===== config.mk =====
export PLATFORM = sky130hd
export DESIGN_NAME = cnt_sample_fifo
export DESIGN_NICKNAME = d
export VERILOG_FILES = /design/src/rtl/cnt_chk_pkg.sv /design/src/rtl/cnt_sample_fifo.sv
export SDC_FILE = /design/constraint.sdc
export NUM_CORES = 1
export LEC_CHECK = 0
export BUFFER_PORTS_ARGS = -buffer_cell sky130_fd_sc_hd__buf_2
export CAP_MARGIN = 20
export CORE_MARGIN = 3
export CORE_UTILIZATION = 30
export CTS_BUF_LIST = sky130_fd_sc_hd__clkbuf_16
export CTS_CLUSTER_DIAMETER = 80
export DETAILED_ROUTE_END_ITERATION = 16
export PLACE_DENSITY = 0.44
export SLEW_MARGIN = 30
export SYNTH_ARGS = -nofsm -noshare
export SYNTH_HDL_FRONTEND = slang
export SYNTH_SLANG_ARGS = --single-unit

===== constraint.sdc =====
create_clock -name clk -period 6.3 [get_ports clk]
set_input_delay 0 -clock clk [delete_from_list [all_inputs] [get_ports clk]]
set_output_delay 0 -clock clk [all_outputs]
set_load 0.01 [all_outputs]

===== src/rtl/cnt_chk_pkg.sv =====
`default_nettype none
// ============================================================================
//  Module   : cnt_chk_pkg
//  Brief    : Shared types and constants for the counter output checker.
//  Revision : 1.0  initial release
// ============================================================================
package cnt_chk_pkg;

    localparam int CNT_W = 4;
    localparam logic [CNT_W-1:0] CNT_MAX = {CNT_W{1'b1}};

    typedef enum logic [1:0] {
        IDLE  = 2'd0,
        TRACK = 2'd1,
        ERR   = 2'd2
    } state_t;

endpackage : cnt_chk_pkg
`default_nettype wire


===== src/rtl/cnt_sample_fifo.sv =====
`default_nettype none
// ============================================================================
//  Module   : cnt_sample_fifo
//  Brief    : Synchronous sample FIFO with wrap-bit pointers and a registered
//             head (valid/data) that holds its last value when empty.
//  Revision : 1.0  initial release
// ============================================================================
module cnt_sample_fifo
    import cnt_chk_pkg::*;
#(
    parameter int W     = CNT_W,
    parameter int DEPTH = 4
) (
    input  logic         clk,
    input  logic         rst_n,
    input  logic         push,
    input  logic [W-1:0] din,
    input  logic         pop_ready,
    output logic         out_valid,
    output logic [W-1:0] out_data,
    output logic         drop
);

    localparam int c_aw = $clog2(DEPTH);

    logic [c_aw:0]  r_wr;
    logic [c_aw:0]  r_rd;
    logic [c_aw:0]  w_wr_nxt;
    logic [c_aw:0]  w_rd_nxt;
    logic [W-1:0]   r_mem [DEPTH];
    logic           r_valid;
    logic [W-1:0]   r_data;
    logic           w_full;
    logic           w_pop;
    logic           w_push_acc;
    logic [W-1:0]   w_head_nxt;

    assign w_full     = (r_wr[c_aw] != r_rd[c_aw]) && (r_wr[c_aw-1:0] == r_rd[c_aw-1:0]);
    assign w_pop      = pop_ready & r_valid;
    assign w_push_acc = push & (~w_full | w_pop);
    assign drop       = push & w_full & ~w_pop;
    assign w_wr_nxt   = r_wr + {{c_aw{1'b0}}, w_push_acc};
    assign w_rd_nxt   = r_rd + {{c_aw{1'b0}}, w_pop};

    // The new head bypasses the array when it is the entry written this edge.
    assign w_head_nxt = (w_push_acc && (w_rd_nxt[c_aw-1:0] == r_wr[c_aw-1:0]))
                        ? din : r_mem[w_rd_nxt[c_aw-1:0]];

    always_ff @(posedge clk) begin
        if (w_push_acc) begin
            r_mem[r_wr[c_aw-1:0]] <= din;
        end
    end

    always_ff @(posedge clk or negedge rst_n) begin
        if (!rst_n) begin
            r_wr    <= '0;
            r_rd    <= '0;
            r_valid <= 1'b0;
            r_data  <= '0;
        end else begin
            r_wr    <= w_wr_nxt;
            r_rd    <= w_rd_nxt;
            r_valid <= (w_wr_nxt != w_rd_nxt);
            if (w_wr_nxt != w_rd_nxt) begin
                r_data <= w_head_nxt;
            end
        end
    end

    assign out_valid = r_valid;
    assign out_data  = r_data;

endmodule : cnt_sample_fifo
`default_nettype wire


==> results of run 1 <==
-- state kept, by name, indices dropped and copies added (netlist names) --
name	cells
out_valid	1
r_rd	3
r_wr	3
out_data	4
r_mem	16
-- synthesized netlist by cell type --
master,count
buf_2,2
o41ai_4,1
nand2_1,3
o21ai_0,4
nor4_1,1
ha_1,4
edfxtp_1,16
xor2_1,3
inv_2,1
and3_1,1
and2_1,3
nor3_1,5
or2_0,1
clkbuf_1,1
nand3_1,4
a31oi_1,4
nor2_1,1
xnor2_1,7
mux4_2,4
dfrtp_1,11
nor3b_1,1
inv_1,1
-- cells by family (layout without fill, tap and decap cells) --
group	after synthesis	in the layout	share of synthesized area (%)
DFF	27	27	63.91
and+or+nand+nor	20	20	8.890
xor gates and xnor gates	10	10	7.408
AOI/OAI and AO/OA	9	9	6.138
buffers and inverters	5	24	1.798
adders and majority gates	4	4	4.233
muxes	4	4	7.619
-- worst reg2reg max path: stages (launching register included) --
cell and delay (ns):
dfrtp_1 0.46, xor2_1 0.23, o41ai_4 0.54, inv_2 0.14
ha_1 0.21, ha_1 0.19, xor2_1 0.16, xnor2_1 0.34
or2_0 0.30, a31oi_1 0.13
-- timing repair --
action | in CTS | in global routing
resized for setup | 0 | 0
hold buffers | 5 | 0
endpoints found under the hold margin | 27 | 0
-- metrics by stage --
step | area, µm² | utilization, %
final | 1423 | 38.00
after global routing | 1423 | 38.00
after CTS | 1423 | 38.00
after detailed placement | 1294 | 34.56
after global placement | 1294 | 34.56
after floorplan | 1182 | -
-- cell type report --
cell class | instances | share of cell area [%]
repair buffers | 18 | 8.091
multi-input cells | 47 | 28.50
clock inverters | 1 | 0.2639
flip-flops and latches | 27 | 53.12
well taps | 48 | 4.222
clock buffers | 3 | 5.277
inverters | 2 | 0.5277
-- power groups by stage --
stage | registers, W | logic [W] | clock network, W
3_5_place_dp | 0.000294 | 0.000373 | 0
6_report | 0.000290 | 0.000368 | 0.000136
5_1_grt | 0.000298 | 0.000416 | 0.000149
3_3_place_gp | 0.000293 | 0.000377 | 0
2_1_floorplan | 0.000293 | 0.000289 | 0
4_1_cts | 0.000291 | 0.000376 | 0.000140
-- worst min-delay path by stage --
stage | from | to | slack [ns] | depth (start not counted)
after floorplan | rst_n | out_data[0]$_DFFE_PN0P_ | -0.30 | 0
after global placement | rst_n | r_wr[0]$_DFF_PN0_ | -0.12 | 1
after CTS | rst_n | r_rd[1]$_DFF_PN0_ | 0.14 | 2
final | rst_n | r_rd[1]$_DFF_PN0_ | 0.14 | 2
after global routing | rst_n | r_rd[1]$_DFF_PN0_ | 0.18 | 2
after detailed placement | rst_n | r_rd[1]$_DFF_PN0_ | -0.12 | 1
-- metal layers --
layer	share of wire [%]	up-vias	global-route usage (%)
li1	-	334	-
met5	0	-	0
met1	45	325	12.80
met2	48	16	17.64
met3	5.5	2	2.917
met4	0.90	0	2.920
==> results.tsv, run 1 <==
stage	metric	value	unit
outcome	outcome	complete, no violations	
global_routing	first-pass GRT wire length	3.436	mm
final_layout	commonest non-fill, non-tap cell in the layout	edfxtp_1	
clocking	CTS tree	done	
yosys	flops & latches, synth	27	
critical_path	Worst Path Class, Setup	reg -> reg	
power	Final Power	0.0007929	W
yosys	Post-Syn Area	0.001182	mm²
global_routing	vias in the first global route	734	
sta	FMAX	355.2	MHz
critical_path	Reg2Reg Setup Slack	3.48	ns
final_layout	share of cells above drive strength 1	22.45	%
clocking	Worst-Skew Late Latency	0.25	ns
final_layout	diode count	0	
critical_path	crit-path cells	xor2_1 > o41ai_4 > inv_2 > ha_1 > ha_1 > xor2_1 > xnor2_1 > or2_0 > a31oi_1	
placement	IO Port Bufs	13	
final_layout	Reg area	755.7	µm²
sta	final hold viol count	0	
yosys	area leader, netlist	edfxtp_1	
sta	WHS	0.1365	ns
sta	setup ws final	3.485	ns
yosys	Netlist cell types	22	
critical_path	Crit path largest cell delay	0.54	ns
detailed_routing	via count	677	
power	Pwr Density	557.4	mW/mm²
final_layout	Area growth syn-to-layout	20.32	%
die	# IOs	14	
die	DIE AREA	0.004731	mm²
final_layout	Final Non-Filler Cells	146	
yosys	average size of a mapped cell	14.97	µm²
die	Die Y-Extent	68.78	µm
sta	Slew headroom	51.69	%
clocking	TritonCTS Sinks	27	
detailed_routing	Iteration-0 DRC Markers	8	
power	Comb pwr share	46.4	%
detailed_routing	DRT antenna net count	0	
power	Int Power	0.0004986	W
die	Starting Density	31.58	%
yosys	post-synthesis sequential area ratio	63.92	%
sta	Slew @ Worst Pin	0.7191	ns
power	Clk pwr share	17.1	%
final_layout	net count reported at finish	111	
yosys	Syn Nets	91	
die	Die X-Extent	68.78	µm
global_routing	largest net degree at the start of global routing	15	
hold_path	Hold WC Path Type	in -> async	
clocking	H-tree depth	1	
critical_path	Required @ worst endpoint	6.42	ns
global_routing	GRT Total Usage	10.36	%
detailed_routing	routed vias/inst	4.637	
yosys	yosys warns	0	
yosys	Synth top area share	40.63	%
clocking	Num CTS Buffers	3	
placement	Placed Instances	137	
placement	gp weighted congestion	0.7157	
final_layout	most frequent cells in the layout	edfxtp_1 (16), buf_2 (13), dfrtp_1 (11)	
detailed_routing	final WL	2.011	mm
final_layout	Multi-input gate area	405.4	µm²
sta	RSZ-0062 raised after global routing	false	
critical_path	end point of the critical path	out_data[0]$_DFFE_PN0P_	
critical_path	Stages on worst setup path	9	
die	Rows	22	
critical_path	critical path's slowest cell	o41ai_4	
clocking	Max clock buf depth	2	
power	leakage	0.5357	nW
job	maxcap violations	0	
critical_path	critical path launch point	r_wr[0]$_DFF_PN0_	
sta	setup TNS	0	ns
critical_path	R2R cell count	9	
clocking	Worst-path clk slew	0.06	ns
sta	Final Cycle Share	44.69	%
placement	pre-CTS WS	3.440	ns
sta	Final min period	2.815	ns
sta	count of pins over their slew limit	0	
clocking	number of setup buffers added after CTS	0	
power	Max VDD drop	0.1496	mV
critical_path	worst r2r dst	out_data[0]$_DFFE_PN0P_	
critical_path	crit path max fanout	7	
global_routing	total gr overflow	0	
critical_path	Startpoint Class	register	
power	Sequential Power Share	36.5	%
clocking	Root Buffer Master	clkbuf_16	
detailed_routing	DRC viols	0	
power	Sw Pwr	0.0002944	W
yosys	Syn Inst Count	79	
sta	setup violators final	0	
yosys	Area contributors post-synth	edfxtp_1 (41%), dfrtp_1 (23%), mux4_2 (7.6%)	
sta	clk_skew	0.001821	ns
critical_path	CP endpoint kind	register	
detailed_routing	DRT Pass-1 Iters	4	
critical_path	Crit path max-delay family	XOR/XNOR gates	
critical_path	worst path bufs/invs	1	
critical_path	arrival time worst endpoint	2.93	ns
die	core area	0.003744	mm²
power	Sw Ratio	37.12	%
critical_path	worst r2r src	r_wr[0]$_DFF_PN0_	
detailed_routing	Avg WL per Cell	13.77	µm
global_routing	initial antenna violation count	0	
final_layout	filler cell count	364	
placement	hpwl dp	1.593	mm
Note: power is estimated with default switching activity, not from simulation.
==> run 2: changes to the inputs <==
--- a/config.mk
+++ b/config.mk
@@ -12,7 +12,7 @@
 export CTS_BUF_LIST = sky130_fd_sc_hd__clkbuf_16
 export CTS_CLUSTER_DIAMETER = 80
 export DETAILED_ROUTE_END_ITERATION = 16
-export PLACE_DENSITY = 0.44
+export PLACE_DENSITY = 0.45
 export SLEW_MARGIN = 30
 export SYNTH_ARGS = -nofsm -noshare
 export SYNTH_HDL_FRONTEND = slang
==> constraint.sdc (replaced) <==
create_clock -name clk -period 2.5 [get_ports clk]
set_input_delay 0 -clock clk [delete_from_list [all_inputs] [get_ports clk]]
set_output_delay 0 -clock clk [all_outputs]
set_load 0.01 [all_outputs]
==> run 2 against run 1 <==
Sequential share of layout area is 2.3 points lower; core utilization is 1.7 points higher; global-route usage is 0.87 points higher; worst setup slack worse by 3.4 ns; clock skew is 0.0012 ns higher; largest power group unchanged; wire length is 7.9% higher; first-iteration DRC count grew to 3.6 times the previous value; flip-flop and latch count stayed put.
==> results.tsv, run 2 (synthesis gave the netlist of run 1 again) <==
stage	metric	value	unit	change
critical_path	critical path's slowest cell	o41ai_4		unchanged
clocking	Num CTS Buffers	3		unchanged
critical_path	CP endpoint kind	register		unchanged
sta	Final min period	2.367	ns	was 2.815 ns
placement	gp weighted congestion	0.7070		was 0.7157
critical_path	Required @ worst endpoint	2.68	ns	was 6.42 ns
detailed_routing	DRC viols	0		unchanged
placement	pre-CTS WS	-0.01193	ns	was 3.440 ns
critical_path	Worst Path Class, Setup	reg -> reg		unchanged
final_layout	most frequent cells in the layout	edfxtp_1 (16), buf_2 (13), dfrtp_1 (11)		unchanged
final_layout	Reg area	755.7	µm²	unchanged
detailed_routing	Iteration-0 DRC Markers	29		was 8
placement	Placed Area	0.001339	mm²	was 0.001294 mm²
clocking	Max clock buf depth	2		unchanged
sta	FMAX	422.6	MHz	was 355.2 MHz
clocking	Root Buffer Master	clkbuf_16		unchanged
critical_path	Crit path largest cell delay	0.40	ns	was 0.54 ns
critical_path	worst r2r src	r_wr[0]$_DFF_PN0_		unchanged
die	Die X-Extent	68.78	µm	unchanged
job	maxcap violations	0		unchanged
die	Rows	22		unchanged
sta	Slew headroom	71.85	%	was 51.69%
sta	final hold viol count	0		unchanged
power	leakage	0.5671	nW	was 0.5357 nW
final_layout	diode count	0		unchanged
detailed_routing	final WL	2.170	mm	was 2.011 mm
critical_path	crit path max fanout	5		was 7
global_routing	total gr overflow	0		unchanged
critical_path	arrival time worst endpoint	2.54	ns	was 2.93 ns
global_routing	initial antenna violation count	0		unchanged
critical_path	critical path launch point	r_wr[0]$_DFF_PN0_		unchanged
detailed_routing	routed vias/inst	4.658		was 4.637
clocking	TritonCTS Sinks	27		unchanged
sta	Final Cycle Share	94.66	%	was 44.69%
global_routing	vias in the first global route	745		was 734
final_layout	filler cell count	379		was 364
power	Final Power	0.002104	W	was 0.0007929 W
critical_path	crit-path cells	xor2_1 > o41ai_4 > inv_2 > ha_1 > ha_1 > xnor2_1 > nand2_1 > or2_1 > a31oi_1		was xor2_1 > o41ai_4 > inv_2 > ha_1 > ha_1 > xor2_1 > xnor2_1 > or2_0 > a31oi_1
clocking	Worst-path clk slew	0.06	ns	about the same
die	DIE AREA	0.004731	mm²	unchanged
die	# IOs	14		unchanged
final_layout	max reg flops	16		unchanged
critical_path	Startpoint Class	register		unchanged
sta	RSZ-0062 raised after global routing	false		unchanged
clocking	H-tree depth	1		unchanged
placement	hpwl dp	1.687	mm	was 1.593 mm
clocking	Worst-Skew Late Latency	0.26	ns	was 0.25 ns
die	Starting Density	31.58	%	unchanged
sta	setup ws final	0.1334	ns	was 3.485 ns
power	Max VDD drop	0.3055	mV	was 0.1496 mV
power	Pwr Density	1415	mW/mm²	was 557.4 mW/mm²
detailed_routing	via count	708		was 677
final_layout	post-layout util	39.71	%	was 38.00%
detailed_routing	Avg WL per Cell	14.28	µm	was 13.77 µm
sta	setup violators final	0		unchanged
final_layout	Area growth syn-to-layout	25.71	%	was 20.32%
sta	Slew @ Worst Pin	0.4207	ns	was 0.7191 ns
final_layout	commonest non-fill, non-tap cell in the layout	edfxtp_1		unchanged
die	Die Y-Extent	68.78	µm	unchanged
clocking	CTS tree	done		unchanged
final_layout	Final Cell Area	0.001486	mm²	was 0.001423 mm²
final_layout	Multi-input gate area	420.4	µm²	was 405.4 µm²
placement	IO Port Bufs	13		unchanged
detailed_routing	DRT Pass-1 Iters	3		was 4
global_routing	first-pass GRT wire length	3.636	mm	was 3.436 mm
critical_path	most used cell, CP	ha_1		
detailed_routing	DRT antenna net count	0		unchanged
sta	clk_skew	0.003030	ns	was 0.001821 ns
final_layout	net count reported at finish	117		was 111
hold_path	Hold WC Path Type	in -> async		unchanged
global_routing	largest net degree at the start of global routing	17		was 15
sta	count of pins over their slew limit	0		unchanged
final_layout	share of cells above drive strength 1	29.81	%	was 22.45%
global_routing	GRT Total Usage	11.23	%	was 10.36%
die	core area	0.003744	mm²	unchanged
outcome	outcome	complete, no violations		unchanged
## run 2: final cells by class
| cell class | count | share of cell area, % |
|---|---|---|
| repair buffers | 24 | 10.77 |
| well taps | 48 | 4.040 |
| clock buffers | 3 | 5.050 |
| multi-input cells | 47 | 28.28 |
| inverters | 2 | 0.5050 |
| clock inverters | 1 | 0.5050 |
| flip-flops and latches | 27 | 50.84 |
## run 2: layer usage
layer  vias up  track usage (%)  share of wire (%)
li1        343                -                  -
met1       346            14.20                 48
met2        15            17.64                 46
met3         4            2.431                3.5
met4         0            6.569                2.0
met5         -                0                  0
## run 2: metrics by stage
| step | TNS (ns) | instances | hold slack, ns |
|---|---|---|---|
| after floorplan | 0 | 79 | -0.2956 |
| after global placement | 0 | 143 | -0.1191 |
| after detailed placement | -0.01689 | 143 | -0.1167 |
| after CTS | 0 | 152 | 0.1371 |
| after global routing | 0 | 152 | 0.1745 |
| final | 0 | 152 | 0.1329 |
## run 2: path summary, 6_finish.rpt
path                                            to  slack [ns]  depth (start not counted)
setup / recovery           out_data[3]$_DFFE_PN0P_        0.13                          9
setup reg to reg           out_data[3]$_DFFE_PN0P_        0.13                          9
min in group clk                 r_wr[0]$_DFF_PN0_        0.17                          4
max in group asynchronous        r_wr[2]$_DFF_PN0_        2.17                          2
hold / removal                   r_rd[0]$_DFF_PN0_        0.13                          2
hold reg to reg            out_data[2]$_DFFE_PN0P_        0.55                          2
## run 2: what timing repair did
action	in CTS	in global routing
endpoints found under the hold margin	27	0
buffers inserted	0	0
endpoints found under the setup margin	2	4
hold buffers	5	0
gates resized for setup	1	2
## run 2: critical path, delay by kind of cell (launching register included)
kind | cells | cell delay (ns)
adder cells (fa/ha/maj) | 2 | 0.49
AO/OA/AOI/OAI | 2 | 0.57
XOR/XNOR | 2 | 0.34
AND/OR/NAND/NOR | 2 | 0.43
flip-flops | 1 | 0.39
buffers and inverters | 1 | 0.07
## run 2: power breakdown
group | switching, W | internal, W
clock | 0.000144 | 0.000217
combinational | 0.000563 | 0.000470
sequential | 0.0000715 | 0.000638
total | 0.000778 | 0.00133
